## src/rtl/mem_access_unit.sv

```systemverilog
// Data-memory access stage between EX/MEM and the D-cache port: owns the cache handshake,
// splits word-crossing accesses into two aligned beats (or faults them) and extends load data.
module mem_access_unit #(
    parameter int XLEN             = 32,
    parameter bit ALLOW_MISALIGNED = 1'b1
) (
    input  logic            clk,
    input  logic            rst,
    input  logic            req_valid,
    output logic            req_ready,
    input  logic            req_write,
    input  logic [1:0]      req_size,
    input  logic            req_unsigned,
    input  logic [XLEN-1:0] req_addr,
    input  logic [XLEN-1:0] req_wdata,
    output logic            resp_valid,
    output logic [XLEN-1:0] resp_rdata,
    output logic            resp_fault,
    output logic            busy,
    output logic            data_read,
    output logic            data_write,
    output logic [XLEN/8-1:0] data_mbe,
    output logic [XLEN-1:0] data_addr,
    output logic [XLEN-1:0] data_wdata,
    input  logic            data_resp,
    input  logic [XLEN-1:0] data_rdata
);

    localparam int NB   = XLEN / 8;
    localparam int OFFW = $clog2(NB);
    localparam int NBW  = OFFW + 2;
    localparam int LW   = 2 * NB;

    // state | meaning
    // IDLE  | ready to accept a request
    // BEAT0 | first (or only) aligned beat; faulted requests idle here one cycle without a cache access
    // BEAT1 | second beat of a word-crossing access
    // RESP  | one-cycle completion pulse
    typedef enum logic [1:0] {IDLE, BEAT0, BEAT1, RESP} state_t;

    state_t            state_q, state_d;
    logic              write_q, write_d;
    logic [1:0]        size_q, size_d;
    logic              uns_q, uns_d;
    logic [XLEN-1:0]   addr_q, addr_d;
    logic [XLEN-1:0]   wdata_q, wdata_d;
    logic              split_q, split_d;
    logic              fault_q, fault_d;
    logic [XLEN-1:0]   beat0_q, beat0_d;
    logic [XLEN-1:0]   beat1_q, beat1_d;

    logic [OFFW-1:0]   req_off;
    logic [NBW-1:0]    req_nbytes;
    logic              req_cross;
    logic              req_unal;
    logic              req_illegal;
    logic              req_fault;

    assign req_off     = req_addr[OFFW-1:0];
    assign req_nbytes  = NBW'(1) << req_size;
    assign req_cross   = (NBW'(req_off) + req_nbytes) > NBW'(NB);
    assign req_unal    = (NBW'(req_off) & (req_nbytes - NBW'(1))) != '0;
    assign req_illegal = (XLEN == 32) && (req_size == 2'd3);
    assign req_fault   = req_illegal || (!ALLOW_MISALIGNED && req_unal);

    logic [OFFW-1:0]   off_q;
    logic [NBW-1:0]    nbytes_q;
    logic [LW-1:0]     lane_win;
    logic [2*XLEN-1:0] wdata_win;
    logic [XLEN-1:0]   addr_base;
    logic [XLEN-1:0]   rd_raw;
    logic [XLEN-1:0]   ext_mask;
    logic              ext_sign;
    logic [XLEN-1:0]   ld_result;

    assign off_q     = addr_q[OFFW-1:0];
    assign nbytes_q  = NBW'(1) << size_q;
    // Two-line windows: low half feeds BEAT0, high half feeds BEAT1.
    assign lane_win  = ((LW'(1) << nbytes_q) - LW'(1)) << off_q;
    assign wdata_win = {{XLEN{1'b0}}, wdata_q} << {off_q, 3'b000};
    assign addr_base = {addr_q[XLEN-1:OFFW], {OFFW{1'b0}}};
    assign rd_raw    = XLEN'({beat1_q, beat0_q} >> {off_q, 3'b000});

    always_comb begin
        ext_mask = '1;
        ext_sign = 1'b0;
        case (size_q)
            2'd0: begin
                ext_mask = XLEN'(8'hFF);
                ext_sign = rd_raw[7];
            end
            2'd1: begin
                ext_mask = XLEN'(16'hFFFF);
                ext_sign = rd_raw[15];
            end
            2'd2: begin
                ext_mask = XLEN'(32'hFFFF_FFFF);
                ext_sign = rd_raw[31];
            end
            default: begin
                ext_mask = '1;
                ext_sign = rd_raw[XLEN-1];
            end
        endcase
        ld_result = (rd_raw & ext_mask) | ((!uns_q && ext_sign) ? ~ext_mask : '0);
    end

    always_comb begin
        state_d = state_q;
        write_d = write_q;
        size_d  = size_q;
        uns_d   = uns_q;
        addr_d  = addr_q;
        wdata_d = wdata_q;
        split_d = split_q;
        fault_d = fault_q;
        beat0_d = beat0_q;
        beat1_d = beat1_q;
        case (state_q)
            IDLE: begin
                if (req_valid) begin
                    write_d = req_write;
                    size_d  = req_size;
                    uns_d   = req_unsigned;
                    addr_d  = req_addr;
                    wdata_d = req_wdata;
                    fault_d = req_fault;
                    split_d = req_cross && !req_fault;
                    state_d = BEAT0;
                end
            end
            BEAT0: begin
                if (fault_q) begin
                    state_d = RESP;
                end else if (data_resp) begin
                    if (!write_q) beat0_d = data_rdata;
                    state_d = split_q ? BEAT1 : RESP;
                end
            end
            BEAT1: begin
                if (data_resp) begin
                    if (!write_q) beat1_d = data_rdata;
                    state_d = RESP;
                end
            end
            RESP:    state_d = IDLE;
            default: state_d = IDLE;
        endcase
    end

    always_ff @(posedge clk or posedge rst) begin
        if (rst) begin
            state_q <= IDLE;
            write_q <= 1'b0;
            size_q  <= 2'd0;
            uns_q   <= 1'b0;
            addr_q  <= '0;
            wdata_q <= '0;
            split_q <= 1'b0;
            fault_q <= 1'b0;
            beat0_q <= '0;
            beat1_q <= '0;
        end else begin
            state_q <= state_d;
            write_q <= write_d;
            size_q  <= size_d;
            uns_q   <= uns_d;
            addr_q  <= addr_d;
            wdata_q <= wdata_d;
            split_q <= split_d;
            fault_q <= fault_d;
            beat0_q <= beat0_d;
            beat1_q <= beat1_d;
        end
    end

    logic in_beat0;
    logic in_beat1;

    assign in_beat0   = (state_q == BEAT0) && !fault_q;
    assign in_beat1   = (state_q == BEAT1);

    assign req_ready  = (state_q == IDLE);
    assign busy       = (state_q != IDLE);
    assign resp_valid = (state_q == RESP);
    assign resp_fault = (state_q == RESP) && fault_q;
    assign resp_rdata = ((state_q == RESP) && !write_q && !fault_q) ? ld_result : '0;

    assign data_read  = (in_beat0 || in_beat1) && !write_q;
    assign data_write = (in_beat0 || in_beat1) && write_q;
    assign data_mbe   = in_beat0 ? lane_win[NB-1:0] :
                        in_beat1 ? lane_win[LW-1:NB] : '0;
    assign data_addr  = in_beat0 ? addr_base :
                        in_beat1 ? addr_base + XLEN'(NB) : '0;
    assign data_wdata = in_beat0 ? wdata_win[XLEN-1:0] :
                        in_beat1 ? wdata_win[2*XLEN-1:XLEN] : '0;

endmodule

```

## config.mk

```make
export PLATFORM = sky130hd
export DESIGN_NAME = mem_access_unit
export DESIGN_NICKNAME = d
export VERILOG_FILES = /design/src/rtl/mem_access_unit.sv
export SDC_FILE = /design/constraint.sdc
export NUM_CORES = 1
export LEC_CHECK = 0
export BUFFER_PORTS_ARGS = -buffer_cell sky130_fd_sc_hd__buf_2
export CAP_MARGIN = 40
export CORE_ASPECT_RATIO = 1.2
export CORE_MARGIN = 8
export CORE_UTILIZATION = 54
export CTS_CLUSTER_SIZE = 16
export DETAILED_ROUTE_END_ITERATION = 8
export PLACE_DENSITY = 0.82
export SYNTH_ARGS = -nofsm -noshare
export SYNTH_HDL_FRONTEND = slang
export SYNTH_SLANG_ARGS = --single-unit
```

## constraint.sdc

```tcl
create_clock -name clk -period 7.05 [get_ports clk]
set_input_delay 1.7625 -clock clk [delete_from_list [all_inputs] [get_ports clk]]
set_output_delay 1.7625 -clock clk [all_outputs]
set_load 0.03 [all_outputs]
```

# Word-level counts from Yosys, hierarchy flattened
# Index checks and enable logic that the tools add are counted.
# totals
regBits	136
latchBits	0
mem_bits_rw	0
romBits	0
out_inout_bits	106
elab_cells	69
mem_count	0
# op_classes
n_addsub	3
n_mul	0
div	0
order_cmp	1
eq_ne	8
n_shift	6
n_mux	16
bitwise_logic	5
reduce_logical	20
# op_table
operator	n
$mux 32	6
$pmux 32 s2	1
$shl 32x5->64	1
$shr 64x5->32	1
$add 32x3->32 const B	1
$and 32x32->32	1
$not 32->32	1
$or 32x32->32	1
$logic_and 1x1->1	8
$mux 2	4
$mux 4	2
$pmux 2 s4	1
$shl 1x2->4 const A	2
$shl 1x4->8 const A	1
$shl 8x2->8	1
$sub 8x2->8 const B	1
$eq 2x2->1 const B	3
$reduce_and 3->1	2
$add 2x4->4	1
$eq 2x1->1 const B	2
$gt 4x3->1 const B	1
$logic_not 1->1	4
$logic_not 2->1	2
$ne 2x2->1 const B	2
8 further kinds	9

# Longest topological paths before layout
# logic_depth
ltp_word	6
mapped_depth	8
depth_no_buf	7

# Worst setup path before layout
# No wires, ideal clock.
# synth_timing
path_kind	flip-flop to output port
from	reg state_q[0]
to	out resp_rdata[21]
t_arrival_ps	2382
path_slack_ps	2906
path_stages_with_launch	6
path_cell_list	dfrtp_1 -> ha_1 -> nor3b_1 -> nand2_1 -> clkbuf_1 -> o21ai_0
# synth_between
elab_chain_len	4
# synth_lines
element	line_no	rtl
from (decl)	41	state_t state_q, state_d;
from (signal assigned)	164	state_q <= state_d;
$eq 2x2->1	n/a	
named net resp_valid	16	output logic resp_valid,
$logic_and 1x1->1 (2 in a row)	187	assign resp_rdata = ((state_q == RESP) && !write_q && !fault_q) ? ld_result : '0;
$mux 32	187	
to (decl)	17	output logic [XLEN-1:0] resp_rdata,
# The timed path passes the listed nets, and every way through them passes these cells.

# Worst setup path in the final report
# layout_timing
from	reg state_q[0]
to	out data_wdata[17]
# layout_between
elab_chain_len	3
# layout_lines
element	line_no	rtl
$eq 2x2->1 / $eq 2x1->1 (equally long branches)	181, 180	
$mux 32 / $logic_and 1x1->1 (equally long branches)	196, 180	
$mux 32 *	195	assign data_wdata = in_beat0 ? wdata_win[XLEN-1:0] :
to (decl)	24	output logic [XLEN-1:0] data_wdata,
# Every way passes the cells marked *; elsewhere a longest branch is shown, timed or not.

==> run summary <==
Std-Cell Rows - 48
Tcrit/Tclk final - 70.2%
GRT Util Overall - 24.1%
fill cell count - 1122
die area - 18600 sq um
CP startpoint kind - flip-flop
Most Used Layer, Global Route - met2
WHS Endpoint - beat0_q[7]
Die H - 148 um
met1 Resource Use GR - 27.8%
crit path max fanout - 14
fraction of layout cells with a size suffix above 1 - 40.7%
Hold Path Depth - 1
Max Cap Viol - 0
worst clock skew - 11.0 ps
Final Util - 67.2%
HPWL after DPL - 16200 um
grt total ovfl - 0
status - finished clean
FF/Latch Area - 3210 sq um
clock buffer depth - 2
area of the multi-input gates - 4370 sq um
post-layout min period - 4950 ps
first-pass GRT wire length - 35800 um
total negative slack - 0 ps
Crit Reg-Reg Endpoint - beat0_q[11]
Least-Margin Pin Slew - 949 ps
Final Max Slew Viols - 0
crit-path leading delay family - simple AND/OR/NAND/NOR gates
clock root buffer - clkbuf_16
RSZ-0062 raised after global routing - false
clk_lat worst skew - 420 ps
max-slew headroom at the worst pin - 36.7%
Slowest-stage cell, CP - nor2_1
drt pass-1 iters - 6
H-tree depth - 4
TritonCTS buffer count - 17
total power - 5.28 mW
fmax - 202 MHz
clock slew at reported path FFs - 60 ps
GR Util met3 - 7.89%
crit-path cells - ha_1 -> nand2b_1 -> buf_4 -> nand3_1 -> nor2_1 -> o2bb2ai_1 -> buf_2
Setup Buffers After CTS - 0
Hold Slack - 498 ps
grt met2 use - 39.9%
hold path start - beat0_q[7]
total wire length - 22700 um
Mapped Cells - 766
largest net degree at the start of global routing - 72
Pwr Density - 550 nW/um^2
FF+latch count, synth - 128
area grow syn2layout - 22.6%
Async SR Flop Fraction - 100%
syn_area_per_cell - 10.2 sq um
CTS sink count - 128
Core ar. - 14300 sq um
CP Data Required Time - 5290 ps
I/O pin cnt - 210
DRC - 0
critical path class - flip-flop to primary output
worst reg2reg path depth - 7
Peak VDD IR - 0.314 mV
mapped cell area - 7840 sq um
RD Place Congestion - 0.899
Leak Pwr - 4.52 nW
reg2reg start - state_q[1]
mean number of vias per cell - 6.03
Hold Path Class - flip-flop to flip-flop
DR vias - 6878
vias in the first global route - 6781
crit path buf inv count - 2
hold_buf cts - 0
DRT iter0 DRCs - 393
Die X - 126 um
CP max stage delay - 710 ps
IO buf count - 207
Synth cell types - 50
crit path DAT - 3180 ps
post-CTS sizing - 0
Final ANT Viol Nets - 0
Starting Density - 54.8%
TritonCTS clock tree - done
Post-synth EDFFs - 0
type of element capturing the critical path - primary output
synth warn - 0
Hold Fails Final Rpt - 0
# setup viols final - 0
Nets - 1061
Most used DFF post-synth - dfrtp_1
Seq/Total Area, Yosys - 40.9%
reg2reg setup slack - 4700 ps
DR WL/cell - 19.9 um
initial antenna violation count - 3
-- placed cells by master, fill, tap and decap left out, types with 10 or more instances in the layout --
| cell type | synthesis | final |
|---|---|---|
| nand2_1 | 40 | 39 |
| o22ai_1 | 13 | 13 |
| o21ai_0 | 33 | 33 |
| a21oi_1 | 48 | 48 |
| o31ai_1 | 10 | 10 |
| clkbuf_16 | 0 | 17 |
| nand2b_1 | 17 | 17 |
| mux2i_1 | 69 | 69 |
| or4_1 | 12 | 12 |
| dfrtp_1 | 128 | 126 |
| buf_2 | 8 | 208 |
| nor2_1 | 56 | 56 |
| and3_1 | 13 | 13 |
| nand3_1 | 12 | 12 |
| nor2b_1 | 11 | 11 |
| o2bb2ai_1 | 17 | 17 |
| inv_1 | 12 | 11 |
| mux2_2 | 135 | 135 |
| a211oi_1 | 16 | 16 |
-- cell usage after synthesis (13+ instances only) --
library cell	instances	share of area, %
o2bb2ai_1	17	1.9
mux2_2	135	19
mux2i_1	69	8.8
clkbuf_1	38	1.8
nor2_1	56	2.7
and3_1	13	1.0
nand2b_1	17	1.4
a21oi_1	48	3.1
o22ai_1	13	1.0
nand2_1	40	1.9
o21ai_0	33	2.1
a211oi_1	16	1.5
dfrtp_1	128	41
-- report_power, final --
part	internal [mW]	switching (mW)
logic	1.15	1.75
registers	1.12	0.413
clock network	0.517	0.333
-- kinds of logic (layout without fill, tap and decap cells) --
| kind of cell | Yosys count | in the layout | share of synthesized area [%] |
|---|---|---|---|
| muxes | 204 | 204 | 28.2 |
| and+or+nand+nor | 194 | 194 | 12.5 |
| AOI/OAI and AO/OA | 157 | 157 | 12.7 |
| DFF | 128 | 128 | 40.9 |
| buffers and inverters | 68 | 263 | 3.58 |
| adders and majority gates | 8 | 8 | 1.37 |
| xor gates and xnor gates | 6 | 6 | 0.671 |
| other | 1 | 5 | 0.0479 |
-- state kept, by name, indices dropped and copies added, names as in the netlist --
name     cells
addr_q      32
beat0_q     32
beat1_q     24
fault_q      1
size_q       2
split_q      1
state_q      2
uns_q        1
wdata_q     32
write_q      1
-- worst max-delay path by stage --
stage,cells after the start,startpoint,endpoint
floorplan,1,rst,addr_q[0]
global placement,7,state_q[0],data_wdata[21]
detailed placement,8,state_q[1],data_wdata[22]
CTS,8,state_q[1],data_wdata[22]
global route,8,state_q[1],data_wdata[19]
finish,7,state_q[0],data_wdata[17]
-- metal layers --
metal	vias to the layer above	routed length, um
met2	288	11200
met5	-	11
met4	2	608
li1	3191	-
met3	53	1870
met1	3344	9010
-- area by class of cell --
type	instances	share of cell area [%]
Tap cell	175	2.28
Inverter	12	0.495
Clock buffer	18	4.47
Clock inverter	14	1.50
Timing Repair Buffer	219	12.3
Antenna cell	3	0.0781
Multi-Input combinational cell	571	45.5
Sequential cell	128	33.4
-- per-stage QoR --
step | cells | instance area (sq um) | setup slack [ps]
6_report | 1140 | 9610 | 2100
5_1_grt | 1139 | 9600 | 1860
4_1_cts | 1137 | 9600 | 2130
3_5_place_dp | 1105 | 9030 | 2600
3_3_place_gp | 1101 | 8940 | 2700
2_1_floorplan | 767 | 7840 | 1870
Note: power is estimated with default switching activity, not from simulation.
